<file path="config.mk">
export PLATFORM = sky130hd
export DESIGN_NAME = csa_multiword_seq
export DESIGN_NICKNAME = d
export VERILOG_FILES = /design/src/rtl/csa_pkg.sv /design/src/rtl/csa_core.sv /design/src/rtl/csa_multiword_seq.sv
export SDC_FILE = /design/constraint.sdc
export NUM_CORES = 1
export LEC_CHECK = 0
export ABC_AREA = 0
export ABC_CLOCK_PERIOD_IN_PS = 2310
export CAP_MARGIN = 20
export CORE_AREA = 2 2 77 79
export CTS_BUF_LIST = sky130_fd_sc_hd__clkbuf_4 sky130_fd_sc_hd__clkbuf_8 sky130_fd_sc_hd__clkbuf_16
export CTS_CLUSTER_DIAMETER = 120
export CTS_CLUSTER_SIZE = 30
export DETAILED_ROUTE_END_ITERATION = 10
export DIE_AREA = 0 0 79 81
export DONT_BUFFER_PORTS = 1
export PLACE_DENSITY = 0.71
export SLEW_MARGIN = 20
export SYNTH_ARGS = -nofsm -noshare
export SYNTH_HDL_FRONTEND = slang
export SYNTH_SLANG_ARGS = --single-unit
</file>
<file path="constraint.sdc">
create_clock -name clk -period 2.31 [get_ports clk]
set_input_delay 0.693 -clock clk [delete_from_list [all_inputs] [get_ports clk]]
set_output_delay 0.693 -clock clk [all_outputs]
set_load 0.01 [all_outputs]
</file>
<file path="src/rtl/csa_pkg.sv">
// csa_pkg: shared state enum, default sizes and counter-width helper for the multiword adder
package csa_pkg;
  typedef enum logic [1:0] {IDLE, RUN, DRAIN} state_t;
  localparam int WIDTH_D = 16;
  localparam int WORDS_D = 4;
  function automatic int cnt_w(input int words);
    return $clog2(words + 1);
  endfunction
endpackage

</file>
<file path="src/rtl/csa_core.sv">
// csa_core: conditional-sum adder, pair-sum leaves merged in doubling stages, final cin select
module csa_core #(
  parameter int WIDTH = csa_pkg::WIDTH_D
) (
  input  logic [WIDTH-1:0] a,
  input  logic [WIDTH-1:0] b,
  input  logic             cin,
  output logic [WIDTH:0]   sum
);
  localparam int LV = $clog2(WIDTH);
  // each stage keeps both sum/carry candidates (block cin=0 and cin=1) per block of 2^k bits
  for (genvar k = 0; k <= LV; k++) begin : g
    localparam int N = WIDTH >> k;
    localparam int H = (1 << k) >> 1;
    logic [WIDTH-1:0] s0, s1;
    logic [N-1:0] c0, c1;
    if (k == 0) begin : l
      assign s0 = a ^ b;
      assign s1 = ~(a ^ b);
      assign c0 = a & b;
      assign c1 = a | b;
    end else begin : m
      for (genvar j = 0; j < N; j++) begin : p
        localparam int L = j * 2 * H;
        localparam int M = L + H;
        assign s0[L+:H] = g[k-1].s0[L+:H];
        assign s1[L+:H] = g[k-1].s1[L+:H];
        assign s0[M+:H] = g[k-1].c0[2*j] ? g[k-1].s1[M+:H] : g[k-1].s0[M+:H];
        assign s1[M+:H] = g[k-1].c1[2*j] ? g[k-1].s1[M+:H] : g[k-1].s0[M+:H];
        assign c0[j] = g[k-1].c0[2*j] ? g[k-1].c1[2*j+1] : g[k-1].c0[2*j+1];
        assign c1[j] = g[k-1].c1[2*j] ? g[k-1].c1[2*j+1] : g[k-1].c0[2*j+1];
      end
    end
  end
  assign sum = cin ? {g[LV].c1, g[LV].s1} : {g[LV].c0, g[LV].s0};
endmodule

</file>
<file path="src/rtl/csa_multiword_seq.sv">
// csa_multiword_seq: multi-precision add/sub sequencer around csa_core
// CSA_MULTIWORD_SUB_EN enables subtraction via op_sub; otherwise always adds.
module csa_multiword_seq #(
  parameter int WIDTH = csa_pkg::WIDTH_D,
  parameter int WORDS = csa_pkg::WORDS_D
) (
  input  logic             clk,
  input  logic             rst_n,
  input  logic             start,
  input  logic             op_sub,
  output logic             busy,
  input  logic             in_valid,
  output logic             in_ready,
  input  logic [WIDTH-1:0] a_word,
  input  logic [WIDTH-1:0] b_word,
  output logic             out_valid,
  input  logic             out_ready,
  output logic [WIDTH-1:0] sum_word,
  output logic             out_last,
  output logic             carry_out,
  output logic             overflow,
  output logic             done
);
  import csa_pkg::*;
  localparam int CW = cnt_w(WORDS);
  state_t state;
  logic [CW-1:0] word_cnt;
  logic carry_q;
  logic [WIDTH:0] sum;
  logic [WIDTH-1:0] b_eff;
  logic acc, last;
`ifdef CSA_MULTIWORD_SUB_EN
  logic sub_q;
  assign b_eff = sub_q ? ~b_word : b_word;
`else
  assign b_eff = b_word;
`endif
  assign busy = state != IDLE;
  assign in_ready = (state == RUN) && (!out_valid || out_ready);
  assign acc = in_valid && in_ready;
  assign last = word_cnt == CW'(WORDS - 1);
  csa_core #(.WIDTH(WIDTH)) u_core (.a(a_word), .b(b_eff), .cin(carry_q), .sum(sum));
  always_ff @(posedge clk or negedge rst_n) begin
    if (!rst_n) begin
      state     <= IDLE;
      word_cnt  <= '0;
      carry_q   <= 1'b0;
      sum_word  <= '0;
      out_valid <= 1'b0;
      out_last  <= 1'b0;
      carry_out <= 1'b0;
      overflow  <= 1'b0;
      done      <= 1'b0;
`ifdef CSA_MULTIWORD_SUB_EN
      sub_q     <= 1'b0;
`endif
    end else begin
      done <= 1'b0;
      case (state)
        IDLE: if (start) begin
          word_cnt <= '0;
          state    <= RUN;
`ifdef CSA_MULTIWORD_SUB_EN
          carry_q  <= op_sub;
          sub_q    <= op_sub;
`else
          carry_q  <= op_sub & 1'b0;
`endif
        end
        RUN: if (acc) begin
          sum_word  <= sum[WIDTH-1:0];
          out_valid <= 1'b1;
          carry_q   <= sum[WIDTH];
          word_cnt  <= word_cnt + 1'b1;
          if (last) begin
            out_last  <= 1'b1;
            carry_out <= sum[WIDTH];
            overflow  <= (a_word[WIDTH-1] == b_eff[WIDTH-1]) && (sum[WIDTH-1] != a_word[WIDTH-1]);
            state     <= DRAIN;
          end
        end else if (out_ready) begin
          out_valid <= 1'b0;
        end
        DRAIN: if (out_ready) begin
          out_valid <= 1'b0;
          out_last  <= 1'b0;
          done      <= 1'b1;
          state     <= IDLE;
        end
        default: state <= IDLE;
      endcase
    end
  end
endmodule

</file>
# Yosys cells after proc, flatten, opt, wreduce, memory -nomap -nowiden

Index checks and enable logic that the tools add are counted.
W data, S select, Z words.

Bits in registers: 27
Input port bits: 38
Output and inout port bits: 23
Logic and storage cells: 118

Add/sub/neg operators: 1
Reduce and logical (&&, ||, !) cells: 14
Bitwise gates (word level): 4
Equal/unequal tests: 9
Mux-type cells: 81

Operators with widths:

| cell                  | count |
|---|---|
| $mux W1               | 55 |
| $mux W2               | 12 |
| $mux W17              | 1 |
| $and A16 B16 Y16      | 1 |
| $mux W4               | 4 |
| $mux W8               | 2 |
| $not A16 Y16          | 1 |
| $or A16 B16 Y16       | 1 |
| $xor A16 B16 Y16      | 1 |
| $ne A2 B2 Y1 const B  | 4 |
| $reduce_and A4 Y1     | 2 |
| $mux W3               | 2 |
| $pmux W1 S2           | 3 |
| $pmux W2 S3           | 1 |
| $pmux W3 S2           | 1 |
| $reduce_and A3 Y1     | 2 |
| $reduce_bool A2 Y1    | 3 |
| $add A3 B1 Y3 const B | 1 |
| $eq A3 B2 Y1 const B  | 1 |
| $logic_and A1 B1 Y1   | 3 |
| $eq A2 B1 Y1 const B  | 1 |
| $eq A2 B2 Y1 const B  | 1 |
| $logic_not A2 Y1      | 1 |
| $reduce_and A2 Y1     | 1 |
| 4 further kinds       | 4 |

# Logic depth before layout (Yosys ltp)

Gate-level depths: netlist of run 1.

Depth in word-level cells: 9
Mapped depth: 10
Depth with buffers taken out: 9

# By module

A second synthesis of run 1 with hierarchy kept.

Cell total of the unflattened synthesis: 271
Area, all modules: 2536.2 um^2

By module, submodules not included:

| module            | instances | cells an instance | area each (um^2) | seq. area each (um^2) |
|---|---|---|---|---|
| csa_multiword_seq | 1         | 107               | 1335.0           | 675.6 |
| csa_core          | 1         | 164               | 1201.2           | 0.0 |

# Least setup slack after synthesis of run 1

OpenSTA, ideal clock, no wires.

Path kind: input -> register
From: input port a_word[2]
To: register sum_word[6]
Setup time: 0.131 ns
Data arrival time: 2.440 ns
Cell stages on the path: 9
Setup slack: -0.261 ns
Path through: inv_1 > ha_1 > or3b_1 > a211o_1 > nand2_2 > o21ai_0 > and3b_1 > o211ai_1 > or3b_1

Cells in the longest elaborated chain, start to end: 5
Elaborated cells on any way between the ends: 9
Classes of those cells: 7 x mux; 2 x bitwise

RTL lines:

| item                                                | RTL line                       | source |
|---|---|---|
| start: declaration                                  | csa_multiword_seq.sv:14        | `input logic [WIDTH-1:0] a_word,` |
| $and A16 B16 Y16 or $or A16 B16 Y16 (tied branches) | csa_core.sv:20, csa_core.sv:21 |  |
| $mux W1, on equally long branches (2 in a row)      | csa_core.sv:30, csa_core.sv:31 |  |
| $mux W4, on equally long branches                   | csa_core.sv:28, csa_core.sv:29 |  |
| $mux W17 *                                          | csa_core.sv:35                 | `assign sum = cin ? {g[LV].c1, g[LV].s1} : {g[LV].c0, g[LV].s0};` |
| end signal: assignment                              | csa_multiword_seq.sv:71        | `sum_word <= sum[WIDTH-1:0];` |
| end: declaration                                    | csa_multiword_seq.sv:18        | `output logic [WIDTH-1:0] sum_word,` |

Mark *: on every way between the ends. The rest lies on a longest branch, timed or not.
A chain may end at the register's enable or synchronous reset.

# Worst setup path in the final report of run 1

From: input port b_word[0]
To: register sum_word[9]

Cells in the longest elaborated chain, start to end: 6
Elaborated cells on any way between the ends: 11
Classes of those cells: 9 x mux; 2 x bitwise

RTL lines:

| item                                                | RTL line                       | source |
|---|---|---|
| start: declaration                                  | csa_multiword_seq.sv:15        | `input logic [WIDTH-1:0] b_word,` |
| $and A16 B16 Y16 or $or A16 B16 Y16 (tied branches) | csa_core.sv:20, csa_core.sv:21 |  |
| $mux W1, on equally long branches (3 in a row)      | csa_core.sv:30, csa_core.sv:31 |  |
| $mux W8, on equally long branches                   | csa_core.sv:28, csa_core.sv:29 |  |
| $mux W17 *                                          | csa_core.sv:35                 |  |

Marked as above.

==> results of run 1 <==
cell usage after synthesis, drive strengths merged, types with 4 or more instances:
cell type / count
a21boi: 7
a21oi: 5
and2: 6
and3: 7
clkbuf: 5
dfrtp: 27
ha: 39
inv: 46
mux2i: 9
nand2: 34
nand3: 5
nor2: 15
nor2b: 7
nor3: 5
nor4: 5
o211ai: 4
o21ai: 26
o22ai: 7
or3b: 5
xnor2: 8
per-stage QoR:
step / area [sq um] / utilization [%] / std cells
final: 3090 / 54.4 / 405
after global routing: 3090 / 54.4 / 405
after CTS: 3040 / 53.6 / 405
after detailed placement: 2950 / 52.0 / 400
after global placement: 2950 / 52.0 / 400
after floorplan: 2690 / - / 306
cells by family (layout without fill, tap and decap cells):
logic type | count (synthesis) | count (layout) | synth area share [%]
AND/OR/NAND/NOR | 95 | 95 | 19.5
flip-flops | 27 | 27 | 26.2
adder cells (fa/ha/maj) | 39 | 39 | 18.9
XOR/XNOR | 10 | 10 | 3.40
multiplexers | 10 | 10 | 3.93
buffers and inverters | 54 | 78 | 8.20
AO/OA/AOI/OAI | 71 | 71 | 19.8
final cells by class:
type,count,area (sq um)
clock buffers,4,48.8
fillers,554,2590
inverters,46,188
multi-input cells,225,1860
flip-flops and latches,27,677
well taps,75,93.8
repair buffers,28,218
power by group:
group | internal, mW | switching (mW)
logic | 0.547 | 0.606
registers | 0.677 | 0.237
clock network | 0.135 | 0.139
total | 1.36 | 0.981
timing repair:
| item | CTS | global route |
|---|---|---|
| endpoints found under the hold margin | 0 | 0 |
| gates resized for setup | 10 | 10 |
| pin swaps | 5 | 3 |
| gates cloned | 0 | 0 |
| buffers inserted | 1 | 0 |
| endpoints found under the setup margin | 11 | 14 |
per-layer routing:
metal	share of wire [%]	global-route usage, %	vias up
met5	0	0	-
met3	6.4	3.33	6
met1	44	22.3	996
met2	48	31.1	55
met4	1.2	6.21	0
li1	-	-	1104
critical path, cell delays in order:
cell and delay (ns):
inv_8 0.01, ha_4 0.15, nor2b_4 0.18, a211o_1 0.15, o211ai_2 0.12, buf_6 0.15
or3b_4 0.46, and3b_1 0.20, or3_1 0.36, a31oi_1 0.12
how the worst min path moves through the flow:
stage,startpoint,endpoint,slack [ns],cells after the start
final,rst_n,sum_word[0]$_DFFE_PN0P_,0.11,0
after global routing,rst_n,sum_word[15]$_DFFE_PN0P_,0.09,0
after CTS,rst_n,sum_word[0]$_DFFE_PN0P_,0.1,0
after detailed placement,rst_n,sum_word[0]$_DFFE_PN0P_,0.40,0
after global placement,rst_n,sum_word[0]$_DFFE_PN0P_,0.40,0
after floorplan,rst_n,carry_out$_DFFE_PN0P_,0.40,0
registers in the layout, summed over array words and instances (netlist names):
register and cells:
carry_out 1, carry_q 1, done 1, out_last 1, out_valid 1, overflow 1, state 2, sum_word 16
word_cnt 3
==> results.md, run 1 <==
* Status: finished with violations
* Failing checks: setup timing
* Flop-to-flop setup slack at 0 ns
* Most frequent cells in the layout: inv_1 (40), nand2_1 (33), ha_1 (31)
* Critical path data required time at around 2.5 ns
* Root buf cell: clkbuf_8
* Tcrit/Tclk final at 104%
* Final Skew at roughly 0.0028 ns
* Achievable Freq at 416 MHz
* Worst setup endpoint: sum_word[9]$_DFFE_PN0P_
* Drt via density at 5.34
* Ys async rst share at between 90% and 100%
* Final Hold Fails at 0
* Largest buffer count on any clock path at 2
* CTS tree: yes
* Overall Global Routing Usage at between 15 and 20%
* Crit path launch type: input pin
* CORE AREA at approximately 5700 sq um
* Register area share after synthesis at between 20% and 30%
* Worst-Skew Late Latency at 0.27 ns
* Worst EP arrival at 2.60 ns
* R2R Path End: sum_word[9]$_DFFE_PN0P_
* Clock transition at path regs at ~0.09 ns
* Setup slack after layout at -0.0933 ns
* Yosys top cell area share at between 20% and 30%
* Chip width at 79 microns
* Worst-Margin Slew at 0.467 ns
* Hold Crit Class: in -> async
* Die Ht at 81 microns
* Crit. End Element: flop
* Initial core utilization at 45.4%
* Peak fanout along the critical path at 8
* Pwr dens at between 700 and 800 nW/um^2
* Leakage at roughly 1.5 nW
* Hold Buf Count CTS at 0
* Final setup violation count at 10
* WS Path Type: in -> reg
* Setup_tns at -0.489 ns
* Yosys warns at 0
* Htree depth at 1
* Place WS at -0.421 ns
* Total CTS buffers at 3
* Layout cells sized above 1 at between 20% and 30%
* Diode count at 0
* Hold WS at between 0.1 and 0.15 ns
* Total number of vias at 2161
* Drt first-iter violations at 90
* Max_slew headroom at approximately 69%
* Routed WL per cell at 13.5 microns
* First-pass GRT wire length at between 9000 and 10000 microns
* Largest cells by area after synthesis: dfrtp_1 (26%), ha_1 (19%), inv_1 (6.7%)
* Synth Net Count at about 380
* GP Congestion at around 0.84
* Primary FF master, synth: dfrtp_1
* Pin count of the biggest net entering global routing at 28
* Final nets at around 410
* Post-layout power at approximately 2.3 mW
* R2r startpoint: carry_q$_DFFE_PN0P_
* IO Pins at between 60 and 70
* Worst vdd ir at 0.000329 V
* Unrepaired setup endpoints after global routing: true
* First drt pass iteration count at 4
* Total die area at roughly 6400 sq um
* Max cap viols at 0
* Flops & latches, synth at 27
* Area leader, netlist: dfrtp_1
* Port Buffer Count at 0
* Drt total wl at ~5500 microns
* Final ANT Viol Nets at 0
* Most common cell after layout, fill and taps aside: inv_1
* Vias in the first global route at ~2200
* Initial antenna violation count at 0
* Unique cell type count in the Yosys netlist at between 50 and 60
* Syn Inst Count at 306
* Avg Cell Area, Syn at 8.42 sq um
* Period minus WS final at roughly 2.4 ns
* CTS Sinks at 27
* GRT Residual Overflow at 0
* Fin. max-slew vios at 0
* Crit. Startpoint: b_word[0]
* DRC errors left at 0
* Synthesized cell area at 2580 sq um
* Area Growth Syn to Fin at 19.9%
* Post-DP HPWL at 4410 microns
* FP Rows at 28
* EDFF count, synth at 0
* Register-to-Register Path Depth at 8
Power figures use the tool's default switching activity.
==> inputs of run 2 (changes only) <==
Settings changed: CELL_PAD_IN_SITES_DETAIL_PLACEMENT from default to 2, CELL_PAD_IN_SITES_GLOBAL_PLACEMENT from default to 2, CORE_AREA 2 2 77 79 to 2 2 87 89, DIE_AREA 0 0 79 81 to 0 0 89 91, PLACE_DENSITY 0.71 to 0.88.
==> results.md, run 2 (synthesis results as in run 1) <==
* Drt total wl at 7990 microns (was 5480 microns)
* Clock transition at path regs at 0.10 ns (was 0.09 ns)
* Final ANT Viol Nets at 0 (unchanged)
* Final Hold Fails at 0 (unchanged)
* Status: finished with violations (unchanged)
* WS Path Type: in -> reg (unchanged)
* Unrepaired setup endpoints after global routing: true (unchanged)
* Diode count at 0 (unchanged)
* Setup slack after layout at -0.0741 ns (was -0.0933 ns)
* Achievable Freq at 419 MHz (was 416 MHz)
* GP Congestion at 0.762 (was 0.841)
* Post-DP Area at 3050 sq um (was 2950 sq um)
* Final nets at 421 (was 408)
* Pin count of the biggest net entering global routing at 28 (unchanged)
* Routed WL per cell at 18.1 microns (was 13.5 microns)
* Post-Layout Cell Count at 442 (was 405)
* Drt first-iter violations at 38 (was 90)
* Crit path launch type: input pin (unchanged)
* Pint at 1.44 mW (was 1.36 mW)
* Clock network fraction of design power at 11.6% (was 11.7%)
* Max cap viols at 0 (unchanged)
* Most frequent cells in the layout: inv_1 (40), buf_4 (38), nand2_1 (33) (was inv_1 (40), nand2_1 (33), ha_1 (31))
* Biggest regs: sum_word x16, word_cnt x3, state x2 (unchanged)
* Total number of vias at 2323 (was 2161)
* Max reg flops at 16 (unchanged)
* Final Skew at 0.00382 ns (was 0.00277 ns)
* GRT Residual Overflow at 0 (unchanged)
* Failing checks: setup timing (unchanged)
* Crit. End Element: flop (unchanged)
* Chip width at 89 microns (was 79 microns)
* Die Ht at 91 microns (was 81 microns)
* Htree depth at 1 (unchanged)
* Most common cell after layout, fill and taps aside: inv_1 (unchanged)
* Largest buffer count on any clock path at 2 (unchanged)
* Leakage at 1.55 nW (was 1.50 nW)
* Layout cells sized above 1 at 28.3% (was 22.4%)
* DRC errors left at 0 (unchanged)
* CTS tree: yes (unchanged)
* Total die area at 8100 sq um (was 6400 sq um)
* Fin. max-slew vios at 0 (unchanged)
* Register-to-Register Path Depth at 8 (unchanged)
* Pwr dens at 783 nW/um^2 (was 758 nW/um^2)
* IO Pins at 61 (unchanged)
* CTS Sinks at 27 (unchanged)
* Net Sw Frac at 44.3% (was 41.9%)
* Initial core utilization at 36.1% (was 45.4%)
* Root buf cell: clkbuf_8 (unchanged)
* Worst-Skew Late Latency at 0.28 ns (was 0.27 ns)
* Total CTS buffers at 3 (unchanged)
* Initial antenna violation count at 0 (unchanged)
* CORE AREA at 7140 sq um (was 5680 sq um)
* Sw Pwr at 1.14 mW (was 0.981 mW)
* Worst vdd ir at 0.000268 V (was 0.000329 V)
* Drt via density at 5.26 (was 5.34)
* Sequential share of power at 35.6% (was 39.0%)
* Vias in the first global route at 2696 (was 2155)
* First-pass GRT wire length at 13100 microns (was 9270 microns)
* Final setup violation count at 10 (unchanged)
* Post-DP HPWL at 6250 microns (was 4410 microns)
* R2r startpoint: carry_q$_DFFE_PN0P_ (unchanged)
* Biggest register: sum_word (unchanged)
* Flop-to-flop setup slack at -0.03 ns (was 0 ns)
* Area Growth Syn to Fin at 27.9% (was 19.9%)
* Critical path data required time at 2.45 ns (was 2.50 ns)
* Hold Crit Class: in -> async (unchanged)
* Peak fanout along the critical path at 6 (was 8)
* Overall Global Routing Usage at 20.1% (was 17.9%)
* Tcrit/Tclk final at 103% (was 104%)
* Fin area at 3300 sq um (was 3090 sq um)
* Worst-Margin Slew at 0.392 ns (was 0.467 ns)
* R2R Path End: sum_word[6]$_DFFE_PN0P_ (was sum_word[9]$_DFFE_PN0P_)
* FP Rows at 31 (was 28)
* Period minus WS final at 2.38 ns (was 2.40 ns)
* Max_slew headroom at 73.6% (was 68.9%)
* Place WS at -0.386 ns (was -0.421 ns)
* Placed cells at 433 (was 400)
* Worst EP arrival at 2.53 ns (was 2.60 ns)
* Comb power frac at 52.8% (was 49.2%)
* First drt pass iteration count at 4 (unchanged)
* Port Buffer Count at 0 (unchanged)
run 2: cell type report:
class / count / area (sq um)
sequential: 27 / 677
inverter: 46 / 190
fill: 788 / 3840
multi-input combinational: 225 / 1940
tap: 99 / 124
clock buffer: 4 / 48.8
timing repair buffer: 41 / 319
run 2: metrics by stage:
stage / util, % / setup TNS [ns] / total power, mW / hold slack [ns]
2_1_floorplan: - / -0.893 / 1.71 / 0.397
3_3_place_gp: 42.7 / -3.09 / 2.04 / 0.398
3_5_place_dp: 42.7 / -3.90 / 2.15 / 0.398
4_1_cts: 44.7 / -0.445 / 2.50 / 0.0884
5_1_grt: 46.2 / -1.31 / 2.81 / 0.0731
6_report: 46.2 / -0.385 / 2.58 / 0.0962
run 2: power by group through the flow:
stage | Sequential (mW) | Combinational, mW | Clock, mW
final | 0.918 | 1.36 | 0.300
after global routing | 0.949 | 1.53 | 0.326
after CTS | 0.924 | 1.27 | 0.309
after detailed placement | 0.931 | 1.22 | 0
after global placement | 0.918 | 1.13 | 0
after floorplan | 0.868 | 0.839 | 0
run 2: repair_timing:
action                                  CTS  global route
hold buffers                              0             0
buffers inserted                          3             2
pin swaps                                13             6
endpoints found under the setup margin   11            13
gates resized for setup                  16            20
run 2: worst max path at each step:
stage                              from                      end
floorplan                     b_word[1]  sum_word[6]$_DFFE_PN0P_
global placement              a_word[2]  sum_word[6]$_DFFE_PN0P_
detailed placement            b_word[2]  sum_word[6]$_DFFE_PN0P_
CTS                           a_word[0]  sum_word[6]$_DFFE_PN0P_
global route        carry_q$_DFFE_PN0P_  sum_word[6]$_DFFE_PN0P_
finish                        a_word[2]      carry_q$_DFFE_PN0P_
run 2: worst max-delay path: stages:
cell and delay (ns):
ha_4 0.14, or3b_4 0.39, a211o_1 0.28, o211ai_2 0.10, buf_4 0.15, o21ai_2 0.07, buf_6 0.15, and3_4 0.18
o221ai_2 0.23, a31oi_2 0.15
run 2: metal layers:
layer | GRT usage [%] | vias up | share of wire [%]
li1 | - | 1129 | -
met5 | 0 | - | 0
met4 | 3.48 | 0 | 0.85
met3 | 2.91 | 6 | 4.3
met2 | 37.2 | 44 | 54
met1 | 24.3 | 1144 | 41
==> inputs of run 3 (changes only) <==
Settings changed: TNS_END_PERCENT from default to 20.
==> results.md, run 3 (synthesis results as in run 1) <==
* Overall Global Routing Usage at 20.4% (was 20.1%)
* Drt first-iter violations at 45 (was 38)
* Crit. End Element: flop (unchanged)
* Setup slack after layout at -0.0852 ns (was -0.0741 ns)
* Clock transition at path regs at 0.11 ns (was 0.10 ns)
* Fillers at 826 (was 788)
* Sequential share of power at 36.4% (was 35.6%)
* Sw Pwr at 1.13 mW (was 1.14 mW)
* Failing checks: setup timing (unchanged)
* GP Congestion at 0.884 (was 0.762)
* Die Ht at 91 microns (unchanged)
* DRC errors left at 0 (unchanged)
* Area Growth Syn to Fin at 24.3% (was 27.9%)
* Peak fanout along the critical path at 7 (was 6)
* Hold Crit Class: in -> async (unchanged)
* FP Rows at 31 (unchanged)
* Clock network fraction of design power at 11.7% (was 11.6%)
* Biggest register: sum_word (unchanged)
* Crit path launch type: input pin (unchanged)
* Initial core utilization at 36.1% (unchanged)
* Worst-Margin Slew at 0.386 ns (was 0.392 ns)
* Total number of vias at 2349 (was 2323)
* Status: finished with violations (unchanged)
* Worst-Skew Late Latency at 0.28 ns (about the same)
* Drt via density at 5.39 (was 5.26)
* Worst EP arrival at 2.60 ns (was 2.53 ns)
* Final ANT Viol Nets at 0 (unchanged)
* Period minus WS final at 2.40 ns (was 2.38 ns)
* Root buf cell: clkbuf_8 (unchanged)
* Hold Buf Count CTS at 0 (unchanged)
* Vias in the first global route at 2802 (was 2696)
* Max_slew headroom at 74.2% (was 73.6%)
* First-pass GRT wire length at 13200 microns (was 13100 microns)
* CP max stage cell: or3b_4 (unchanged)
* Top cell family by delay on the critical path: simple AND/OR/NAND/NOR gates (was compound AO/OA/AOI/OAI gates)
* Total CTS buffers at 3 (unchanged)
* Leakage at 1.54 nW (was 1.55 nW)
* Final setup violation count at 9 (was 10)
* Crit path buf inv count at 3 (was 2)
* Slowest stage delay, CP at 0.43 ns (was 0.39 ns)
* Drt total wl at 8110 microns (was 7990 microns)
* Initial antenna violation count at 0 (unchanged)
* Pwr dens at 787 nW/um^2 (was 783 nW/um^2)
* Most frequent cells in the layout: inv_1 (40), nand2_1 (33), buf_4 (31) (was inv_1 (40), buf_4 (38), nand2_1 (33))
* Comb power frac at 51.9% (was 52.8%)
* CTS Sinks at 27 (unchanged)
* Pint at 1.39 mW (was 1.44 mW)
* Max reg flops at 16 (unchanged)
* Max cap viols at 0 (unchanged)
* Most common cell after layout, fill and taps aside: inv_1 (unchanged)
* Fin. max-slew vios at 0 (unchanged)
* Routed WL per cell at 18.6 microns (was 18.1 microns)
* IO Pins at 61 (unchanged)
* Final Skew at 0.00363 ns (was 0.00382 ns)
* Post-DP HPWL at 6310 microns (was 6250 microns)
* Htree depth at 1 (unchanged)
* Tcrit/Tclk final at 104% (was 103%)
* Worst vdd ir at 0.000235 V (was 0.000268 V)
* Place WS at -0.476 ns (was -0.386 ns)
* Achievable Freq at 418 MHz (was 419 MHz)
* Pin count of the biggest net entering global routing at 28 (unchanged)
* Biggest regs: sum_word x16, word_cnt x3, state x2 (unchanged)
* CTS tree: yes (unchanged)
* Cells along the critical path: inv_4 -> ha_4 -> nor2b_4 -> a211o_1 -> o211ai_2 -> buf_6 -> or3b_4 -> buf_4 -> a21o_4 -> and3_4 -> o31ai_2 (was ha_4 -> or3b_4 -> a211o_1 -> o211ai_2 -> buf_4 -> o21ai_2 -> buf_6 -> and3_4 -> o221ai_2 -> a31oi_2)
* Setup_tns at -0.408 ns (was -0.385 ns)
* WS Path Type: in -> reg (unchanged)
* Port Buffer Count at 0 (unchanged)
* Largest buffer count on any clock path at 2 (unchanged)
* Unrepaired setup endpoints after global routing: true (unchanged)
* Final Hold Fails at 0 (unchanged)
* Total die area at 8100 sq um (unchanged)
* Final nets at 415 (was 421)
* Post-DP Area at 2980 sq um (was 3050 sq um)
* First drt pass iteration count at 4 (unchanged)
* GRT Residual Overflow at 0 (unchanged)
* Layout cells sized above 1 at 24.6% (was 28.3%)
* CORE AREA at 7140 sq um (unchanged)
* Diode count at 0 (unchanged)
* Fin area at 3200 sq um (was 3300 sq um)
* Chip width at 89 microns (unchanged)
* Critical path data required time at 2.51 ns (was 2.45 ns)
* Net Sw Frac at 44.9% (was 44.3%)
[run 3: worst register-to-register path, cell delays in order (launching register included)]
cell	delay, ns
dfrtp_2	0.47
nor2b_4	0.17
o2111ai_2	0.20
o211ai_2	0.13
buf_6	0.15
or3b_4	0.43
buf_4	0.15
a21o_4	0.25
and3_4	0.16
o31ai_2	0.16
[run 3: path summary, 6_finish.rpt]
kind | start | to | slack, ns | cells after the start
min reg2reg | word_cnt[0]$_DFFE_PN0P_ | word_cnt[0]$_DFFE_PN0P_ | 0.53 | 1
max reg2reg | carry_q$_DFFE_PN0P_ | sum_word[15]$_DFFE_PN0P_ | -0.04 | 9
min in group clk | word_cnt[0]$_DFFE_PN0P_ | word_cnt[0]$_DFFE_PN0P_ | 0.53 | 1
max in group asynchronous | rst_n | carry_q$_DFFE_PN0P_ | 2.14 | 0
min | rst_n | sum_word[4]$_DFFE_PN0P_ | 0.09 | 0
max | a_word[0] | sum_word[15]$_DFFE_PN0P_ | -0.09 | 11
[run 3: power groups by stage]
stage	Combinational, mW	Sequential [mW]	Clock (mW)
floorplan	0.820	0.868	0
global placement	1.09	0.920	0
detailed placement	1.19	0.931	0
CTS	1.25	0.924	0.303
global route	1.46	0.949	0.321
finish	1.31	0.918	0.294
[run 3: area by class of cell]
type,instances,area (sq um),area share [%]
clock buffers,3,41.3,1.29
clock inverters,1,5.00,0.156
inverters,46,178,5.55
multi-input cells,226,1910,59.7
flip-flops and latches,27,677,21.1
well taps,99,124,3.87
repair buffers,34,267,8.32
[run 3: routing by layer]
metal	track usage, %	routed length (microns)
met3	2.36	267
met1	22.5	3200
met4	4.73	64
met5	0	0
met2	40.0	4580
[run 3: what timing repair did]
item / in CTS / in global routing
pin swaps: 14 / 13
gates cloned: 1 / 0
gates resized for setup: 17 / 16
setup endpoints to repair: 13 / 14
setup buffers: 1 / 2
[run 3: metrics by stage]
stage / power [mW] / instances / hold WS [ns] / utilization [%]
3_5_place_dp: 2.12 / 428 / 0.398 / 41.7
2_1_floorplan: 1.69 / 306 / 0.397 / -
5_1_grt: 2.73 / 436 / 0.0689 / 44.9
4_1_cts: 2.48 / 434 / 0.0794 / 43.7
6_report: 2.52 / 436 / 0.0884 / 44.9
3_3_place_gp: 2.01 / 428 / 0.398 / 41.7
